`config.mk`:
```
export PLATFORM = sky130hd
export DESIGN_NAME = debug_unit_flat
export DESIGN_NICKNAME = d
export VERILOG_FILES = /design/src/rtl/dbu_pkg.sv /design/src/rtl/debug_unit_if.sv /design/src/rtl/debug_unit_btn_edge.sv /design/src/rtl/debug_unit.sv /design/src/flat_wrapper.sv
export SDC_FILE = /design/constraint.sdc
export NUM_CORES = 1
export LEC_CHECK = 0
export ABC_AREA = 0
export BUFFER_PORTS_ARGS = -buffer_cell sky130_fd_sc_hd__buf_2
export CORE_AREA = 3 3 88 90
export DETAILED_ROUTE_END_ITERATION = 8
export DIE_AREA = 0 0 91 93
export GPL_TIMING_DRIVEN = 0
export PLACE_DENSITY = 0.93
export RECOVER_POWER = 25
export REMOVE_ABC_BUFFERS = 1
export SYNTH_ARGS = -nofsm -noshare
export SYNTH_HDL_FRONTEND = slang
export SYNTH_SLANG_ARGS = --single-unit
```
`constraint.sdc`:
```
create_clock -name clk -period 6 [get_ports clk]
set_input_delay 1.2 -clock clk [delete_from_list [all_inputs] [get_ports clk]]
set_output_delay 1.2 -clock clk [all_outputs]
set_load 0.02 [all_outputs]
```
`src/rtl/dbu_pkg.sv`:
```
// Shared definitions for the debug unit: FSM encoding and view-select codes.
package dbu_pkg;

  localparam logic [1:0] HALT = 2'd0;
  localparam logic [1:0] RUN  = 2'd1;
  localparam logic [1:0] STEP = 2'd2;

  typedef enum logic [1:0] {
    StHalt = HALT,
    StRun  = RUN,
    StStep = STEP
  } dbu_state_e;

  // sel value that routes the register/memory word to the display
  localparam logic [2:0] SEL_RF_MEM = 3'd0;
  // sel value that shows the CPU cycle counter (when that feature is built)
  localparam logic [2:0] SEL_CYC    = 3'd7;

endpackage

```
`src/rtl/debug_unit_if.sv`:
```
// Debug-port bundle between board I/O / CPU (master) and the debug unit (slave).
interface debug_unit_if;

  logic        succ;
  logic        step;
  logic        inc;
  logic        dec;
  logic [2:0]  sel;
  logic [1:0]  sub;
  logic [31:0] status;
  logic [15:0] control_sign;
  logic [31:0] m_data;
  logic [31:0] r_data;
  logic        cpu_en;
  logic [2:0]  sel0;
  logic [1:0]  sel1;
  logic [31:0] m_rf_addr;
  logic [31:0] disp_data;
  logic [15:0] disp_ctrl;

  modport master (
    output succ, step, inc, dec, sel, sub, status, control_sign, m_data, r_data,
    input  cpu_en, sel0, sel1, m_rf_addr, disp_data, disp_ctrl
  );

  modport slave (
    input  succ, step, inc, dec, sel, sub, status, control_sign, m_data, r_data,
    output cpu_en, sel0, sel1, m_rf_addr, disp_data, disp_ctrl
  );

endinterface

```
`src/rtl/debug_unit_btn_edge.sv`:
```
// Button conditioner: 2-FF synchroniser followed by a rising-edge detector.
// The pulse is one clock wide and appears two edges after the press is sampled.
module btn_edge (
  input  logic clk,
  input  logic rst,
  input  logic btn_i,
  output logic pulse_o
);

  logic sync1_q, sync2_q, prev_q;

  // Synchronise the button and remember its previous synchronised value
  always_ff @(posedge clk) begin
    if (!rst) begin
      sync1_q <= 1'b0;
      sync2_q <= 1'b0;
      prev_q  <= 1'b0;
    end else begin
      sync1_q <= btn_i;
      sync2_q <= sync1_q;
      prev_q  <= sync2_q;
    end
  end

  assign pulse_o = sync2_q & ~prev_q;

endmodule

```
`src/rtl/debug_unit.sv`:
```
// Host-side driver for the CPU debug port: run/step clock enable, inspect-address
// walker and registered display words.
// Optional feature: define DBU_CYCLE_CNT_EN to add a CPU cycle counter shown on sel==7.
module debug_unit
  import dbu_pkg::*;
#(
  parameter int unsigned ADDR_W    = 10,
  parameter int unsigned ADDR_STEP = 4
) (
  input logic         clk,
  input logic         rst,
  debug_unit_if.slave dbg
);

  logic              succ_s1_q, succ_s_q;
  logic              step_p, inc_p, dec_p;
  dbu_state_e        state_q;
  logic              cpu_en_q;
  logic [ADDR_W-1:0] addr_q, addr_d;
  logic [31:0]       stat_word;
  logic [31:0]       disp_data_q;
  logic [15:0]       disp_ctrl_q;

  btn_edge u_step (.clk(clk), .rst(rst), .btn_i(dbg.step), .pulse_o(step_p));
  btn_edge u_inc  (.clk(clk), .rst(rst), .btn_i(dbg.inc),  .pulse_o(inc_p));
  btn_edge u_dec  (.clk(clk), .rst(rst), .btn_i(dbg.dec),  .pulse_o(dec_p));

  // succ is a level switch: synchronise only, no edge detect
  always_ff @(posedge clk) begin
    if (!rst) begin
      succ_s1_q <= 1'b0;
      succ_s_q  <= 1'b0;
    end else begin
      succ_s1_q <= dbg.succ;
      succ_s_q  <= succ_s1_q;
    end
  end

  // Run/step FSM; cpu_en is registered together with the state it decodes
  always_ff @(posedge clk) begin
    if (!rst) begin
      state_q  <= StHalt;
      cpu_en_q <= 1'b0;
    end else begin
      case (state_q)
        StHalt: begin
          if (succ_s_q) begin
            state_q  <= StRun;
            cpu_en_q <= 1'b1;
          end else if (step_p) begin
            state_q  <= StStep;
            cpu_en_q <= 1'b1;
          end else begin
            cpu_en_q <= 1'b0;
          end
        end
        StRun: begin
          if (!succ_s_q) begin
            state_q  <= StHalt;
            cpu_en_q <= 1'b0;
          end else begin
            cpu_en_q <= 1'b1;
          end
        end
        // Single step lasts exactly one cycle; step presses here are dropped
        StStep: begin
          state_q  <= StHalt;
          cpu_en_q <= 1'b0;
        end
        default: begin
          state_q  <= StHalt;
          cpu_en_q <= 1'b0;
        end
      endcase
    end
  end

  // Inspect address: simultaneous inc and dec cancel; wraps modulo 2^ADDR_W
  always_comb begin
    addr_d = addr_q;
    if (inc_p && !dec_p) begin
      addr_d = addr_q + ADDR_W'(ADDR_STEP);
    end else if (dec_p && !inc_p) begin
      addr_d = addr_q - ADDR_W'(ADDR_STEP);
    end
  end

  // Address register, independent of the FSM state
  always_ff @(posedge clk) begin
    if (!rst) begin
      addr_q <= '0;
    end else begin
      addr_q <= addr_d;
    end
  end

`ifdef DBU_CYCLE_CNT_EN
  logic [31:0] cyc_q;

  // Count CPU-enabled cycles; wraps naturally at 2^32
  always_ff @(posedge clk) begin
    if (!rst) begin
      cyc_q <= '0;
    end else if (cpu_en_q) begin
      cyc_q <= cyc_q + 32'd1;
    end
  end

  assign stat_word = (dbg.sel == SEL_CYC) ? cyc_q : dbg.status;
`else
  assign stat_word = dbg.status;
`endif

  // Display registers refresh every cycle from the currently selected source
  always_ff @(posedge clk) begin
    if (!rst) begin
      disp_data_q <= '0;
      disp_ctrl_q <= '0;
    end else begin
      disp_data_q <= (dbg.sel == SEL_RF_MEM) ? (dbg.sub[0] ? dbg.m_data : dbg.r_data)
                                             : stat_word;
      disp_ctrl_q <= dbg.control_sign;
    end
  end

  assign dbg.cpu_en    = cpu_en_q;
  assign dbg.sel0      = dbg.sel;
  assign dbg.sel1      = dbg.sub;
  assign dbg.m_rf_addr = 32'(addr_q);
  assign dbg.disp_data = disp_data_q;
  assign dbg.disp_ctrl = disp_ctrl_q;

endmodule

```
`src/flat_wrapper.sv`:
```
// flat-port wrapper written by rule: the top's interface ports become plain ports
module debug_unit_flat import dbu_pkg::*;
#(
  parameter int unsigned ADDR_W    = 10,
  parameter int unsigned ADDR_STEP = 4
)
  (clk, rst, dbg_succ, dbg_step, dbg_inc, dbg_dec, dbg_sel, dbg_sub, dbg_status, dbg_control_sign, dbg_m_data, dbg_r_data, dbg_cpu_en, dbg_sel0, dbg_sel1, dbg_m_rf_addr, dbg_disp_data, dbg_disp_ctrl);
  debug_unit_if dbg_i ();
  input logic clk;
  input logic rst;
  input wire logic [$bits(dbg_i.succ)-1:0] dbg_succ;
  input wire logic [$bits(dbg_i.step)-1:0] dbg_step;
  input wire logic [$bits(dbg_i.inc)-1:0] dbg_inc;
  input wire logic [$bits(dbg_i.dec)-1:0] dbg_dec;
  input wire logic [$bits(dbg_i.sel)-1:0] dbg_sel;
  input wire logic [$bits(dbg_i.sub)-1:0] dbg_sub;
  input wire logic [$bits(dbg_i.status)-1:0] dbg_status;
  input wire logic [$bits(dbg_i.control_sign)-1:0] dbg_control_sign;
  input wire logic [$bits(dbg_i.m_data)-1:0] dbg_m_data;
  input wire logic [$bits(dbg_i.r_data)-1:0] dbg_r_data;
  output wire logic [$bits(dbg_i.cpu_en)-1:0] dbg_cpu_en;
  output wire logic [$bits(dbg_i.sel0)-1:0] dbg_sel0;
  output wire logic [$bits(dbg_i.sel1)-1:0] dbg_sel1;
  output wire logic [$bits(dbg_i.m_rf_addr)-1:0] dbg_m_rf_addr;
  output wire logic [$bits(dbg_i.disp_data)-1:0] dbg_disp_data;
  output wire logic [$bits(dbg_i.disp_ctrl)-1:0] dbg_disp_ctrl;
  assign dbg_i.succ = dbg_succ;
  assign dbg_i.step = dbg_step;
  assign dbg_i.inc = dbg_inc;
  assign dbg_i.dec = dbg_dec;
  assign dbg_i.sel = dbg_sel;
  assign dbg_i.sub = dbg_sub;
  assign dbg_i.status = dbg_status;
  assign dbg_i.control_sign = dbg_control_sign;
  assign dbg_i.m_data = dbg_m_data;
  assign dbg_i.r_data = dbg_r_data;
  assign dbg_cpu_en = dbg_i.cpu_en;
  assign dbg_sel0 = dbg_i.sel0;
  assign dbg_sel1 = dbg_i.sel1;
  assign dbg_m_rf_addr = dbg_i.m_rf_addr;
  assign dbg_disp_data = dbg_i.disp_data;
  assign dbg_disp_ctrl = dbg_i.disp_ctrl;
  debug_unit #(.ADDR_W(ADDR_W), .ADDR_STEP(ADDR_STEP)) u_core (.clk(clk), .rst(rst), .dbg(dbg_i));
endmodule
```
==> impl_results.md <==
- Met3 usage: 0.0628
- Xor and xnor area share after synthesis: 0.0112
- Required @ worst endpoint: 6.26 ns
- Largest family of logic cells by synthesized area: simple AND/OR/NAND/NOR gates
- Die Y: just over 90 um
- Initial core utilization: 0.438
- Vias/cell: between 4 and 5
- CP Max Fanout: 73
- Die X: between 90 and 100 um
- Area of the core: 7140 sq um
- Final-report setup violation count: 0
- Crit path kind: input port to flip-flop
- CTS tree: yes
- Yosys cell types: 36
- IR drop worst, VDD: between 0.0001 and 0.00015 V
- CP Launch Type: input port
- Postcts setup bufs: 0
- Synth Instances: 312
- RePlAce Congestion: 0.745
- Cell area after synthesis: 3130 sq um
- Worst r2r path cells: 9
- Worst-Skew Late Latency: 0.34 ns
- Routed Antenna Nets: 0
- Total congestion overflow: 0
- Comb pwr share: 0.205
- Max-Cap Viols: 1
- Port buffer count: about 180
- # rows: 31
- Slew Viols, Final: 74
- Final #Nets: between 600 and 700
- Fillers: roughly 630
- Post-synth EDFFs: 0
- Unrepaired setup endpoints after global routing: false
- Clock-pin slew on the worst setup and hold paths: 0.08 ns
- Status: finished, violations left
- Synth Warn #: 0
- Max Fclk: 269 MHz
- Synth area leader: dfxtp_1
- Fraction of layout cells with a size suffix above 1: 0.358
- Total GRT Usage: 0.167
- Initial DRC Count: 48
- Clk_skew: between 0.006 and 0.007 ns
- Register area share after synthesis: 0.448
- Slowest stage delay, CP: around 1.8 ns
- Ant. Diodes: 0
- H-Tree Depth: 3
- Layout area overhead: 34.2%
- Adder-cell share of the synthesized area: 0.0344
- Vias in the first global route: around 2.7k
- Pint: 0.842 mW
- HPWL after detailed placement: around 5.5 mm
- Static leakage: 2.31 nW
- Synthesis-stage register bit count: 70
- Critical Path Slowest Stage Cell: clkbuf_1
- Pwr per Cell Area: 283 nW/um^2
- Min Tclk post-route: approximately 3.7 ns
- R2r setup slk: roughly 3.6 ns
- Total negative slack: 0 ns
- First-pass GRT wire length: ~12 mm
- Reg area: roughly 1400 sq um
- Vias: roughly 2.8k
- Post-CTS Resized: 0
- CTS Sinks: 70
- Avg Synthesized Cell Area: ~10 sq um
- Switch share: 0.290
- DP Worst Slack: 2.53 ns
- Layer with the highest usage: met2
- Final Cycle Share: 0.619
- Cell Chain, Critical Path: clkbuf_1, and2_1, or4b_1, o21ai_0
- Clk pwr share: 0.367
- DRT Pass-1 Iters: 4
- Global routing usage on met1: 0.168
- Multiplexer share of the synthesized area: 0.109
- WL per Instance: 12.7 um
- Max Buffers Root-to-Sink: 2
- Synth Area in Simple Gates: 0.154
- Initial antenna violation count: 0
- Crit path capture type: flip-flop
- Hold Crit Class: flip-flop to flip-flop
- Post-synth ARST share: 0
- Clk root buf: clkbuf_8
- Largest net degree at the start of global routing: 74
- Fin. Hold Viols: 0
- Post-synthesis compound-gate area fraction: 0.142
- Failing checks: capacitance limit, slew limit
- Final WS setup: around 2.3 ns
- Worst slew margin: -0.766
- # IOs: 209
- Hold buffers post-CTS: 0
- Yosys top cell area share: 0.448
- P_sw: around 0.34 mW
- Met2 GRT Util: 0.323
- Primary FF master, synth: dfxtp_1
- Critical path data arrival time: a little under 4 ns
- Reg power frac: 0.429
- Worst hold path depth: 1
- Die area: 8460 sq um
- Inserted Clock Buffers: 9
- Area occupied by multi-input gates: approximately 1500 sq um
- Residual DRC count: 0
- Worst Max-Slew Pin Slew: about 2.6 ns
- Drt total wl: 7.44 mm
- Synth area leaders: dfxtp_1 (45%), mux2i_1 (11%), o211a_1 (10%)
power groups by stage:
stage	clock network, mW	logic, mW	registers, mW
3_5_place_dp	0	0.244	0.518
5_1_grt	0.467	0.265	0.512
6_report	0.435	0.243	0.508
3_3_place_gp	0	0.232	0.517
2_1_floorplan	0	0.107	0.553
4_1_cts	0.447	0.246	0.508
cell type report:
class                      instances  area share
clock inverter                     7      0.0251
sequential                        70       0.334
inverter                           1    0.000895
clock buffer                       9      0.0295
tap                               99      0.0295
multi-input combinational        215       0.359
timing repair buffer             184       0.222
critical path: cells and delay by family:
kind,cells,cell delay (ns)
AND/OR/NAND/NOR,2,0.83
AO/OA/AOI/OAI,1,0.10
buffers and inverters,1,1.84
cell families after synthesis:
kind of cell	after synthesis
buffers and inverters	50
AO/OA/AOI/OAI	52
other	1
AND/OR/NAND/NOR	93
flip-flops	70
adder cells (fa/ha/maj)	8
multiplexers	34
XOR/XNOR	4
metrics by stage:
step,utilization,cells,hold WS (ns),instance area [sq um],power [mW]
6_report,0.588,585,0.421,4190,1.19
5_1_grt,0.588,585,0.435,4190,1.24
4_1_cts,0.593,585,0.422,4230,1.20
3_5_place_dp,0.560,569,0.411,4000,0.762
3_3_place_gp,0.552,567,0.396,3940,0.749
2_1_floorplan,-,286,0.391,2900,0.660
layer usage:
metal,part of all wire,vias up
li1,-,1365
met1,0.37,1280
met2,0.53,116
met3,0.089,7
met4,0.0079,0
met5,0,-
final timing paths:
kind,endpoint,start
worst max-delay path,u_core.dbg.cpu_en$_SDFF_PN0_,rst
worst max register to register,u_core.addr_q[8]$_SDFFE_PN0P_,u_core.u_inc.sync2_q$_SDFF_PN0_
worst min register to register,u_core.state_q[1]$_SDFFE_PN0P_,u_core.succ_s_q$_SDFF_PN0_
worst min-delay path,u_core.state_q[1]$_SDFFE_PN0P_,u_core.succ_s_q$_SDFF_PN0_
synth_stat cells, types with 2 or more instances:
library cell and instances:
dfxtp_1 70, nand2_1 39, mux2i_1 34, o211a_1 32, and2_1 31, buf_4 29, buf_2 12, clkbuf_1 8
ha_1 7, a21oi_1 6, nor2_1 5, o21ai_0 4, nand3_1 3, nor3_1 3, a21o_1 2, a2bb2oi_1 2
and3_1 2, nor2b_1 2, or4b_1 2, xnor2_1 2, xor2_1 2
placed cells by master, fill, tap and decap left out, types with 2 or more instances in the layout:
cell and instances:
clkbuf_8 9, nand2_1 39, a21oi_1 6, dfxtp_1 70, conb_1 24, nor2_1 5
or4b_1 2, ha_1 7, a21o_1 2, nor3_1 3, clkbuf_1 28, a2bb2oi_1 2
o21ai_0 4, xor2_1 2, and2_1 31, buf_16 2, inv_6 2, nand3_1 3
buf_2 154, o211a_1 32, mux2i_1 34, bufinv_16 2, xnor2_1 2, nor2b_1 2
and3_1 2
registers in the layout (all words and copies together) (netlist names):
| signal | flops |
|---|---|
| u_core.dbg.disp_data | 32 |
| u_core.dbg.disp_ctrl | 16 |
| u_core.succ_s1_q | 1 |
| u_core.u_step.sync1_q | 1 |
| u_core.u_step.sync2_q | 1 |
| u_core.state_q | 2 |
| u_core.u_inc.sync2_q | 1 |
| u_core.succ_s_q | 1 |
| u_core.addr_q | 8 |
| u_core.u_inc.sync1_q | 1 |
| u_core.u_step.prev_q | 1 |
| u_core.u_dec.sync1_q | 1 |
| u_core.u_dec.sync2_q | 1 |
| u_core.u_dec.prev_q | 1 |
| u_core.u_inc.prev_q | 1 |
| u_core.dbg.cpu_en | 1 |
No activity file was read; power rests on OpenSTA's default activity.
